===== src/rtl/receptor_unstriping.sv =====
// receptor_unstriping: lane-word buffer, byte un-striper and
// packet framer producing control_dk codes for the rx link layer.
module receptor_unstriping #(
  parameter int FIFO_DEPTH = 2
) (
  input  logic       clk,
  input  logic       rst,
  input  logic       enb,
  input  logic       rx_valid,
  input  logic [7:0] rx_lane0,
  input  logic [7:0] rx_lane1,
  input  logic [7:0] rx_lane2,
  input  logic [7:0] rx_lane3,
  input  logic [7:0] com,
  input  logic [7:0] skp,
  input  logic [7:0] stp,
  input  logic [7:0] sdp,
  input  logic [7:0] end_ok,
  input  logic [7:0] edb,
  input  logic [7:0] fts,
  input  logic [7:0] idle,
  output logic [7:0] rx_DataS,
  output logic [3:0] rx_control_dk,
  output logic       rx_out_valid,
  output logic       rx_locked,
  output logic       rx_error,
  output logic       rx_overflow
);

  localparam logic [0:0] OUT_PKT = 1'b0;
  localparam logic [0:0] IN_PKT  = 1'b1;

  logic [31:0] fifo_q [FIFO_DEPTH];
  logic [1:0]  wr_q, rd_q;
  logic [31:0] word_q, word_d;
  logic [1:0]  cnt_q, cnt_d, nxt;
  logic        busy_q, busy_d;
  logic [0:0]  st_q, st_d;
  logic [7:0]  data_q, byte_d;
  logic [3:0]  ctrl_q, code_d;
  logic        ov_q, lock_q, err_q, ovf_q;
  logic        all_com, wr_req, pop, wr_en, drop;
  logic        empty, full, emit, err_d;

  assign empty = (wr_q == rd_q);
  assign full  = (wr_q[0] == rd_q[0]) && (wr_q[1] != rd_q[1]);

  // Lock qualification and FIFO write/pop arbitration
  always_comb begin
    all_com = (rx_lane0 == com) && (rx_lane1 == com) &&
              (rx_lane2 == com) && (rx_lane3 == com);
    wr_req  = rx_valid && (lock_q || all_com);
    pop     = (!busy_q || (cnt_q == 2'd3)) && !empty;
    wr_en   = wr_req && (!full || pop);
    drop    = wr_req && full && !pop;
  end

  // Serializer: pick the byte presented at the next edge
  always_comb begin
    emit   = 1'b0;
    byte_d = 8'h00;
    cnt_d  = cnt_q;
    busy_d = busy_q;
    word_d = word_q;
    nxt    = cnt_q + 2'd1;
    if (pop) begin
      word_d = fifo_q[rd_q[0]];
      byte_d = word_d[7:0];
      cnt_d  = 2'd0;
      busy_d = 1'b1;
      emit   = 1'b1;
    end else if (busy_q && (cnt_q != 2'd3)) begin
      byte_d = word_q[{nxt, 3'b000} +: 8];
      cnt_d  = nxt;
      emit   = 1'b1;
    end else begin
      busy_d = 1'b0;
    end
  end

  // Framer: classify the emitted byte against packet state
  always_comb begin
    code_d = 4'h0;
    err_d  = 1'b0;
    st_d   = st_q;
    if (st_q == OUT_PKT) begin
      if (byte_d == stp) begin
        code_d = 4'h3;
        st_d   = IN_PKT;
      end else if (byte_d == sdp) begin
        code_d = 4'h4;
        st_d   = IN_PKT;
      end else if (byte_d == com) begin
        code_d = 4'h1;
      end else if (byte_d == skp) begin
        code_d = 4'h2;
      end else if (byte_d == fts) begin
        code_d = 4'h7;
      end else if (byte_d == idle) begin
        code_d = 4'h8;
      end else begin
        code_d = 4'hF;
        err_d  = 1'b1;
      end
    end else begin
      if (byte_d == end_ok) begin
        code_d = 4'h5;
        st_d   = OUT_PKT;
      end else if (byte_d == edb) begin
        code_d = 4'h6;
        st_d   = OUT_PKT;
      end else if ((byte_d == stp) || (byte_d == sdp)) begin
        code_d = 4'hF;
        err_d  = 1'b1;
      end else begin
        code_d = 4'h0;
      end
    end
  end

  // FIFO storage; contents are don't-care while empty
  always_ff @(posedge clk) begin
    if (!rst && enb && wr_en) begin
      fifo_q[wr_q[0]] <= {rx_lane3, rx_lane2, rx_lane1, rx_lane0};
    end
  end

  // Control state and registered outputs
  always_ff @(posedge clk) begin
    if (rst) begin
      wr_q    <= 2'd0;
      rd_q    <= 2'd0;
      word_q  <= 32'h0;
      cnt_q   <= 2'd0;
      busy_q  <= 1'b0;
      st_q    <= OUT_PKT;
      data_q  <= 8'h00;
      ctrl_q  <= 4'h0;
      ov_q    <= 1'b0;
      lock_q  <= 1'b0;
      err_q   <= 1'b0;
      ovf_q   <= 1'b0;
    end else if (enb) begin
      lock_q <= lock_q | (rx_valid & all_com);
      ovf_q  <= ovf_q | drop;
      if (wr_en) wr_q <= wr_q + 2'd1;
      if (pop) rd_q <= rd_q + 2'd1;
      word_q <= word_d;
      cnt_q  <= cnt_d;
      busy_q <= busy_d;
      ov_q   <= emit;
      err_q  <= emit & err_d;
      if (emit) begin
        data_q <= byte_d;
        ctrl_q <= code_d;
        st_q   <= st_d;
      end
    end
  end

  assign rx_DataS      = data_q;
  assign rx_control_dk = ctrl_q;
  assign rx_out_valid  = ov_q;
  assign rx_locked     = lock_q;
  assign rx_error      = err_q;
  assign rx_overflow   = ovf_q;

endmodule

===== config.mk =====
export PLATFORM = sky130hd
export DESIGN_NAME = receptor_unstriping
export DESIGN_NICKNAME = d
export VERILOG_FILES = /design/src/rtl/receptor_unstriping.sv
export SDC_FILE = /design/constraint.sdc
export NUM_CORES = 1
export LEC_CHECK = 0
export CAP_MARGIN = 10
export CORE_MARGIN = 10
export CORE_UTILIZATION = 52
export DETAILED_ROUTE_END_ITERATION = 12
export PLACE_DENSITY = 0.78
export RECOVER_POWER = 100
export SYNTH_ARGS = -nofsm -noshare
export SYNTH_HDL_FRONTEND = slang
export SYNTH_SLANG_ARGS = --single-unit

===== constraint.sdc =====
create_clock -name clk -period 5.7 [get_ports clk]
set_clock_uncertainty 0.15 [all_clocks]
set_input_delay 1.14 -clock clk [delete_from_list [all_inputs] [get_ports clk]]
set_output_delay 1.14 -clock clk [all_outputs]
set_load 0.05 [all_outputs]

Word level (Yosys, flattened, before mapping) --
Memory sizes are Yosys's and may differ from the RTL's. A register that Yosys moved wholly into a read port is not among the register bits. Index checks and enable logic that the tools add are counted.
Word-level totals: bits in registers 56, latch bits 0, bits in writable memories 64, bits in read-only memories 0, input bits 100, output and inout port bits 16, word-level logic and storage cells 103, memories kept 1
Cells by class: add/sub/neg operators 3, multiply operators 0, div/mod/pow operators 0, magnitude comparators 0, eq/ne operators 18, shift-type cells 1, muxes and demuxes 37, bitwise operators 4, reductions and logical operators 27
Memories:
- fifo_q | depth 2, bits a word 32, rd ports 1, clocked after memory_dff 1, wr ports 1, line 33 | logic [31:0] fifo_q [FIFO_DEPTH];
Operator list (count):
- == test 8 bit | 12
- two-way mux 4 bit | 9
- indexed part select 32 x 6 -> 8 bit | 1
- two-way mux 1 bit | 23
- two-way mux 8 bit | 2
- logical AND 1 bit | 12
- AND reduction 2 bit | 5
- adder 2 x 1 -> 2 bit (second input constant) | 3
- zero test 1 bit | 5
- logical OR 1 bit | 4
- two-way mux 2 bit | 2
- inequality test 2 bit (second input constant) | 2
- two-way mux 3 bit | 1
- AND 1 bit | 2
- == test 2 bit | 1
- == test 2 bit (second input constant) | 1
- OR 1 bit | 2
- nonzero test 2 bit | 1
- == test 1 bit | 1
- inequality test 1 bit | 1

Longest topological paths before layout --
Gate-level depths: netlist of run 1.
word-level depth 13, gate-level depth with buffers 11

Worst setup path before layout of run 1 --
Ideal clock, no wire load.
path kind input port to flip-flop, start input port com[4], end memory fifo_q[0][0], enable pin, setup time 0.421 ns, arrival 4.223 ns, slack 0.906 ns, stages on the path 7, buffers on the path 0, cells stage by stage or4_1 a22oi_1 and4_1 a41oi_1 or3_1 or2_2 nor2_1
On the way: word-level cells in the longest chain between the ends 10, elaborated cells on any way between the ends 13
RTL lines:
- start: declaration | line 14 | input logic [7:0] com,
- == test 8 bit | line 50 | all_com = (rx_lane0 == com) && (rx_lane1 == com) &&
- logical AND 1 bit (2 in series) | line 50
- logical AND 1 bit (*) | line 51 | (rx_lane2 == com) && (rx_lane3 == com);
- logical OR 1 bit (*) | line 52 | wr_req = rx_valid && (lock_q || all_com);
- logical AND 1 bit (*) | line 52
- logical AND 1 bit (*) | line 54 | wr_en = wr_req && (!full || pop);
- logical AND 1 bit (*) | line 123 | if (!rst && enb && wr_en) begin
- two-way mux 1 bit (*) | line 123
- two-way mux 1 bit (not written as such) (*) | line 124 | fifo_q[wr_q[0]] <= {rx_lane3, rx_lane2, rx_lane1, rx_lane0};
- end: declaration | line 33
Mark *: on every way between the ends. The rest lies on a longest branch, timed or not.

Worst setup path after layout of run 1 --
start input port com[3], end memory fifo_q[0][13], enable pin
The elaborated chain is that of the path after synthesis.

==> flow_metrics.env, run 1 <==
export IMPL_gp_congestion=0.842
export IMPL_vias=5365
export IMPL_wire_per_inst_um=21.3
export IMPL_grt_pass1_wl_mm=27.8
export IMPL_yosysSeqAreaShare=0.506
export IMPL_synthTopCellsByArea="edfxtp_1, dfxtp_1, mux2i_1"
export IMPL_synth_top_area_cell="edfxtp_1"
export IMPL_path_clk_slew_ns=0.06
export IMPL_rsz0062_at_grt="no"
export IMPL_slew_violations=67
export IMPL_async_reset_ff_frac=0
export IMPL_ant_nets=0
export IMPL_htree_num_levels=4
export IMPL_fin_hold_ws_ns=0.329
export IMPL_cts_setup_buffers=0
export IMPL_grt_usage=0.215
export IMPL_dieArea_um2=16400
export IMPL_multi_input_area_um2=2800
export IMPL_io_pins=116
export IMPL_grt_overflow_total=0
export IMPL_fillCellCount=880
export IMPL_yosys_warnings=0
export IMPL_pwr_density_cell_nw_per_um2=277
export IMPL_rows=39
export IMPL_critPathMaxFanout=32
export IMPL_routed_wl_mm=18.0
export IMPL_tightest_slew_ns=2.24
export IMPL_grt_max_degree=67
export IMPL_netlist_area_um2=6050
export IMPL_cts_sinks=121
export IMPL_dpl_cell_area_um2=7260
export IMPL_worstPathRequired_ns=5.59
export IMPL_io_buffers=115
export IMPL_fmax_mhz=210
export IMPL_hold_class="reg -> reg"
export IMPL_avgSynthCellArea_um2=10.3
export IMPL_yosysUniqueCellTypes=47
export IMPL_preCtsSetupSlack_ns=0.937
export IMPL_cp_start_kind="input port"
export IMPL_start_util=0.530
export IMPL_cts_path_max_buffers=2
export IMPL_place_hpwl_mm=12.6
export IMPL_route_detailed_drc=0
export IMPL_outcome="finished with violations"
export IMPL_maxCapViolations=1
export IMPL_end_kind="flip-flop"
export IMPL_antenna_found_initial=0
export IMPL_nets=789
export IMPL_area_growth_pct=30.0
export IMPL_hold_buffers=0
export IMPL_root_buffer="clkbuf_16"
export IMPL_vias_per_cell=6.36
export IMPL_ys_seq_elements=121
export IMPL_synth_cells=587
export IMPL_period_share=0.837
export IMPL_setup_violations=0
export IMPL_fin_crit_ns=4.77
export IMPL_violations="max-capacitance violations, max-slew violations"
export IMPL_drive_above_1_share=0.0685
export IMPL_seq_area_um2=3060
export IMPL_core_area_um2=11400
export IMPL_hold_violations=0
export IMPL_worstPathArrival_ns=4.66
export IMPL_slew_headroom=-0.492
export IMPL_yosys_area_top_type_share=0.317
export IMPL_cts_buffers=17
export IMPL_tns_ns=0
export IMPL_finalWorstSetupSlack_ns=0.928
export IMPL_clock_latency_ns=0.41
export IMPL_die_w_um=128
export IMPL_layout_commonest_cell="a21oi_1"
export IMPL_ctsResizeCount=0
export IMPL_cts_tree="built"
export IMPL_ir_worst_vdd_uv=196
export IMPL_criticalPathCategory="in -> reg"
export IMPL_die_height_um=128
export IMPL_layout_common_cells="a21oi_1, and3_1, edfxtp_1, clkdlybuf4s50_1, nor2_1"
export IMPL_syn_nets=688
export IMPL_total_power_mw=2.18
export IMPL_synthFlopType="edfxtp_1"
export IMPL_antenna_cells=0
export IMPL_leakage_nw=2.64
export IMPL_synth_edf_count=64
export IMPL_drtPass1Iterations=5
export IMPL_drt_initial_drc_count=433
export IMPL_finalInstanceArea_um2=7870
export IMPL_grt_pass1_vias=5282
==> state kept, by name, indices dropped and copies added, names as in the netlist, 2 cells and up, named ones only <==
name,flops
wr_q,2
rx_DataS,8
rd_q,2
fifo_q,64
rx_control_dk,4
word_q,32
cnt_q,2
==> where the power goes <==
part           internal (mW)  switching (mW)
combinational         0.0751          0.0532
clock                  0.735           0.404
sequential             0.916     0.000000545
==> cells by family (layout without fill, tap and decap cells) <==
group,after synthesis,after routing,share of synthesized area
DFF,121,121,0.506
AOI/OAI and AO/OA,153,153,0.166
xor gates and xnor gates,10,10,0.0145
buffers and inverters,43,157,0.0324
adders and majority gates,1,1,0.00207
muxes,49,49,0.0810
and+or+nand+nor,210,210,0.198
==> worst max-delay path, stage by stage <==
cell and delay (ns):
dlygate4sd3_1 0.66, or4_1 0.55, a22oi_1 0.28, and4_1 0.28
a41oi_1 0.18, or3_1 0.45, or2_2 0.32, nor2_1 0.10
clkbuf_2 0.68
==> layout make-up <==
type / instances / share of cell area
clock buffer: 18 / 0.0545
tap: 143 / 0.0227
timing repair buffer: 122 / 0.151
sequential: 121 / 0.389
multi-input combinational: 423 / 0.356
inverter: 3 / 0.00143
clock inverter: 14 / 0.0248
==> through the flow <==
step | std cells | util
2_1_floorplan | 587 | -
3_3_place_gp | 812 | 0.636
3_5_place_dp | 812 | 0.636
4_1_cts | 844 | 0.691
5_1_grt | 844 | 0.689
6_report | 844 | 0.689
==> metal layers <==
| metal | GRT usage | wire length (um) | vias up | part of all wire |
|---|---|---|---|---|
| met2 | 0.358 | 8830 | 240 | 0.49 |
| met3 | 0.0505 | 1390 | 43 | 0.077 |
| li1 | - | - | 2516 | - |
| met4 | 0.0934 | 553 | 0 | 0.031 |
| met1 | 0.259 | 7240 | 2566 | 0.40 |
| met5 | 0 | 0 | - | 0 |
==> synth_stat cells (4+ instances only) <==
cell type and count:
a211oi_1 33, buf_1 5, and3_1 69, a21oi_1 74
clkbuf_1 23, xnor2_1 5, and4_1 7, or4_1 8
o22a_1 5, o21ai_0 7, nand3_1 4, nor2_1 61
buf_2 7, xor2_1 5, dfxtp_1 57, a211o_1 7
nand4_1 11, nor4_1 30, edfxtp_1 64, nand2_1 5
a311oi_1 12, mux2i_1 49
==> worst paths after layout <==
path	start	endpoint	slack (ns)	depth (start not counted)
setup / recovery	com[3]	fifo_q[0][13]$_DFFE_PP_	0.93	9
setup reg to reg	cnt_q[0]$_SDFFE_PP0P_	rx_control_dk[2]$_SDFFE_PP0P_	1.48	9
hold / removal	rx_overflow$_SDFFE_PP0P_	rx_overflow$_SDFFE_PP0P_	0.33	2
hold reg to reg	rx_overflow$_SDFFE_PP0P_	rx_overflow$_SDFFE_PP0P_	0.33	2
(Power assumes the default switching activity.)
==> inputs of run 2 (changes only) <==
==> constraint.sdc (replaced) <==
create_clock -name clk -period 4.9 [get_ports clk]
set_clock_uncertainty 0.15 [all_clocks]
set_input_delay 0.98 -clock clk [delete_from_list [all_inputs] [get_ports clk]]
set_output_delay 0.98 -clock clk [all_outputs]
set_load 0.05 [all_outputs]
==> flow_metrics.env, run 2 (synthesized netlist as in run 1, its figures left out) <==
export IMPL_io_buffers=115
export IMPL_antenna_found_initial=0
export IMPL_cts_setup_buffers=0
export IMPL_grt_usage=0.215
export IMPL_vias_per_cell=6.25
export IMPL_cp_start_kind="input port"
export IMPL_worstPathRequired_ns=4.79
export IMPL_crit_chain="dlygate4sd3_1 > or4_1 > a22oi_1 > and4_1 > a41oi_1 > or3_1 > or2_2 > nor2_1 > clkbuf_2"
export IMPL_htree_num_levels=4
export IMPL_min_path_cells=2
export IMPL_grt_overflow_total=0
export IMPL_clock_latency_ns=0.42
export IMPL_whs_endpoint="rx_overflow$_SDFFE_PP0P_"
export IMPL_r2r_end="rx_control_dk[1]$_SDFFE_PP0P_"
export IMPL_layout_commonest_cell="a21oi_1"
export IMPL_r2r_start="cnt_q[0]$_SDFFE_PP0P_"
export IMPL_r2r_slack_ns=0.54
export IMPL_r2r_cells=9
export IMPL_cts_sinks=121
export IMPL_largest_reg_flops=64
export IMPL_io_pins=116
export IMPL_drtPass1Iterations=7
export IMPL_layout_common_cells="a21oi_1, and3_1, clkdlybuf4s50_1"
export IMPL_cts_buffers=17
export IMPL_hold_class="reg -> reg"
export IMPL_die_w_um=128
export IMPL_rows=39
export IMPL_period_share=0.919
export IMPL_vias=5296
export IMPL_root_buffer="clkbuf_16"
export IMPL_fin_crit_ns=4.50
export IMPL_place_hpwl_mm=12.7
export IMPL_slew_headroom=-0.468
export IMPL_die_height_um=128
export IMPL_nets=791
export IMPL_slowest_stage="clkbuf_2"
export IMPL_ant_nets=0
export IMPL_drive_above_1_share=0.0697
export IMPL_grt_pass1_vias=4925
export IMPL_path_clk_slew_ns=0.05
export IMPL_gp_congestion=0.897
export IMPL_fmax_mhz=222
export IMPL_fin_hold_ws_ns=0.345
export IMPL_path_depth=9
export IMPL_cts_tree="built"
export IMPL_area_growth_pct=29.6
export IMPL_hold_violations=0
export IMPL_crit_buf_inv=2
export IMPL_worstPathArrival_ns=4.39
export IMPL_end_kind="flip-flop"
export IMPL_criticalPathCategory="in -> reg"
export IMPL_tightest_slew_ns=2.20
export IMPL_cpPeakStageDelay_ns=0.70
export IMPL_hold_buffers=0
export IMPL_critPathTopFamily="simple AND/OR/NAND/NOR gates"
export IMPL_leakage_nw=2.62
export IMPL_start_util=0.530
export IMPL_hold_start="rx_overflow$_SDFFE_PP0P_"
export IMPL_wire_per_inst_um=21.4
export IMPL_setup_violations=0
export IMPL_route_detailed_drc=0
export IMPL_dieArea_um2=16400
export IMPL_slew_violations=67
export IMPL_cts_path_max_buffers=2
export IMPL_outcome="finished with violations"
export IMPL_grt_max_degree=67
export IMPL_critPathMaxFanout=32
export IMPL_routed_wl_mm=18.1
export IMPL_ctsResizeCount=0
export IMPL_drt_initial_drc_count=509
export IMPL_violations="max-capacitance violations, max-slew violations"
export IMPL_ir_worst_vdd_uv=268
export IMPL_rsz0062_at_grt="no"
export IMPL_maxCapViolations=1
export IMPL_grt_pass1_wl_mm=27.3
export IMPL_tns_ns=0
export IMPL_core_area_um2=11400
export IMPL_pwr_density_cell_nw_per_um2=311
-- run 2: how the worst max path moves through the flow --
stage                          start                             to  slack [ns]
3_3_place_gp                  com[3]        fifo_q[1][20]$_DFFE_PP_        0.60
3_5_place_dp                  com[6]         fifo_q[1][8]$_DFFE_PP_        0.51
5_1_grt                  rx_lane0[4]         fifo_q[1][0]$_DFFE_PP_        0.21
6_report                 rx_lane0[4]         fifo_q[1][0]$_DFFE_PP_        0.40
2_1_floorplan                 com[4]         fifo_q[0][0]$_DFFE_PP_        0.27
4_1_cts        cnt_q[0]$_SDFFE_PP0P_  rx_control_dk[2]$_SDFFE_PP0P_        0.62
-- run 2: power by group --
part           internal [mW]  total [mW]  switching (mW)
logic                 0.0876       0.151          0.0637
clock network          0.763        1.22           0.461
registers               1.07        1.07     0.000000659
-- run 2: cell type report --
cell class,count,area [um^2]
Fill cell,881,3570
Sequential cell,121,3060
Multi-Input combinational cell,423,2800
Timing Repair Buffer,124,1200
Clock buffer,19,443
Tap cell,143,179
Clock inverter,13,144
Inverter,3,11.3
Antenna cell,1,2.50
-- run 2: tightest hold or removal path: stages, from the launching register on --
cell	delay, ns
dfxtp_1	0.33
a21oi_1	0.05
nor2_1	0.08
-- run 2: routing by layer --
metal  up-vias  part of all wire  GRT usage
li1       2520                 -          -
met1      2532              0.42      0.269
met2       215              0.50      0.355
met3        29             0.065     0.0517
met4         0             0.014     0.0735
met5         -                 0          0
-- run 2: through the flow --
| stage | worst slack (ns) | util | instances | total power [mW] | instance area (um^2) |
|---|---|---|---|---|---|
| after floorplan | 0.266 | - | 587 | 1.13 | 6050 |
| after global routing | 0.208 | 0.687 | 846 | 2.51 | 7850 |
| after CTS | 0.617 | 0.691 | 846 | 2.45 | 7890 |
| after global placement | 0.603 | 0.639 | 814 | 1.24 | 7300 |
| final | 0.399 | 0.687 | 847 | 2.44 | 7850 |
| after detailed placement | 0.513 | 0.639 | 814 | 1.24 | 7300 |
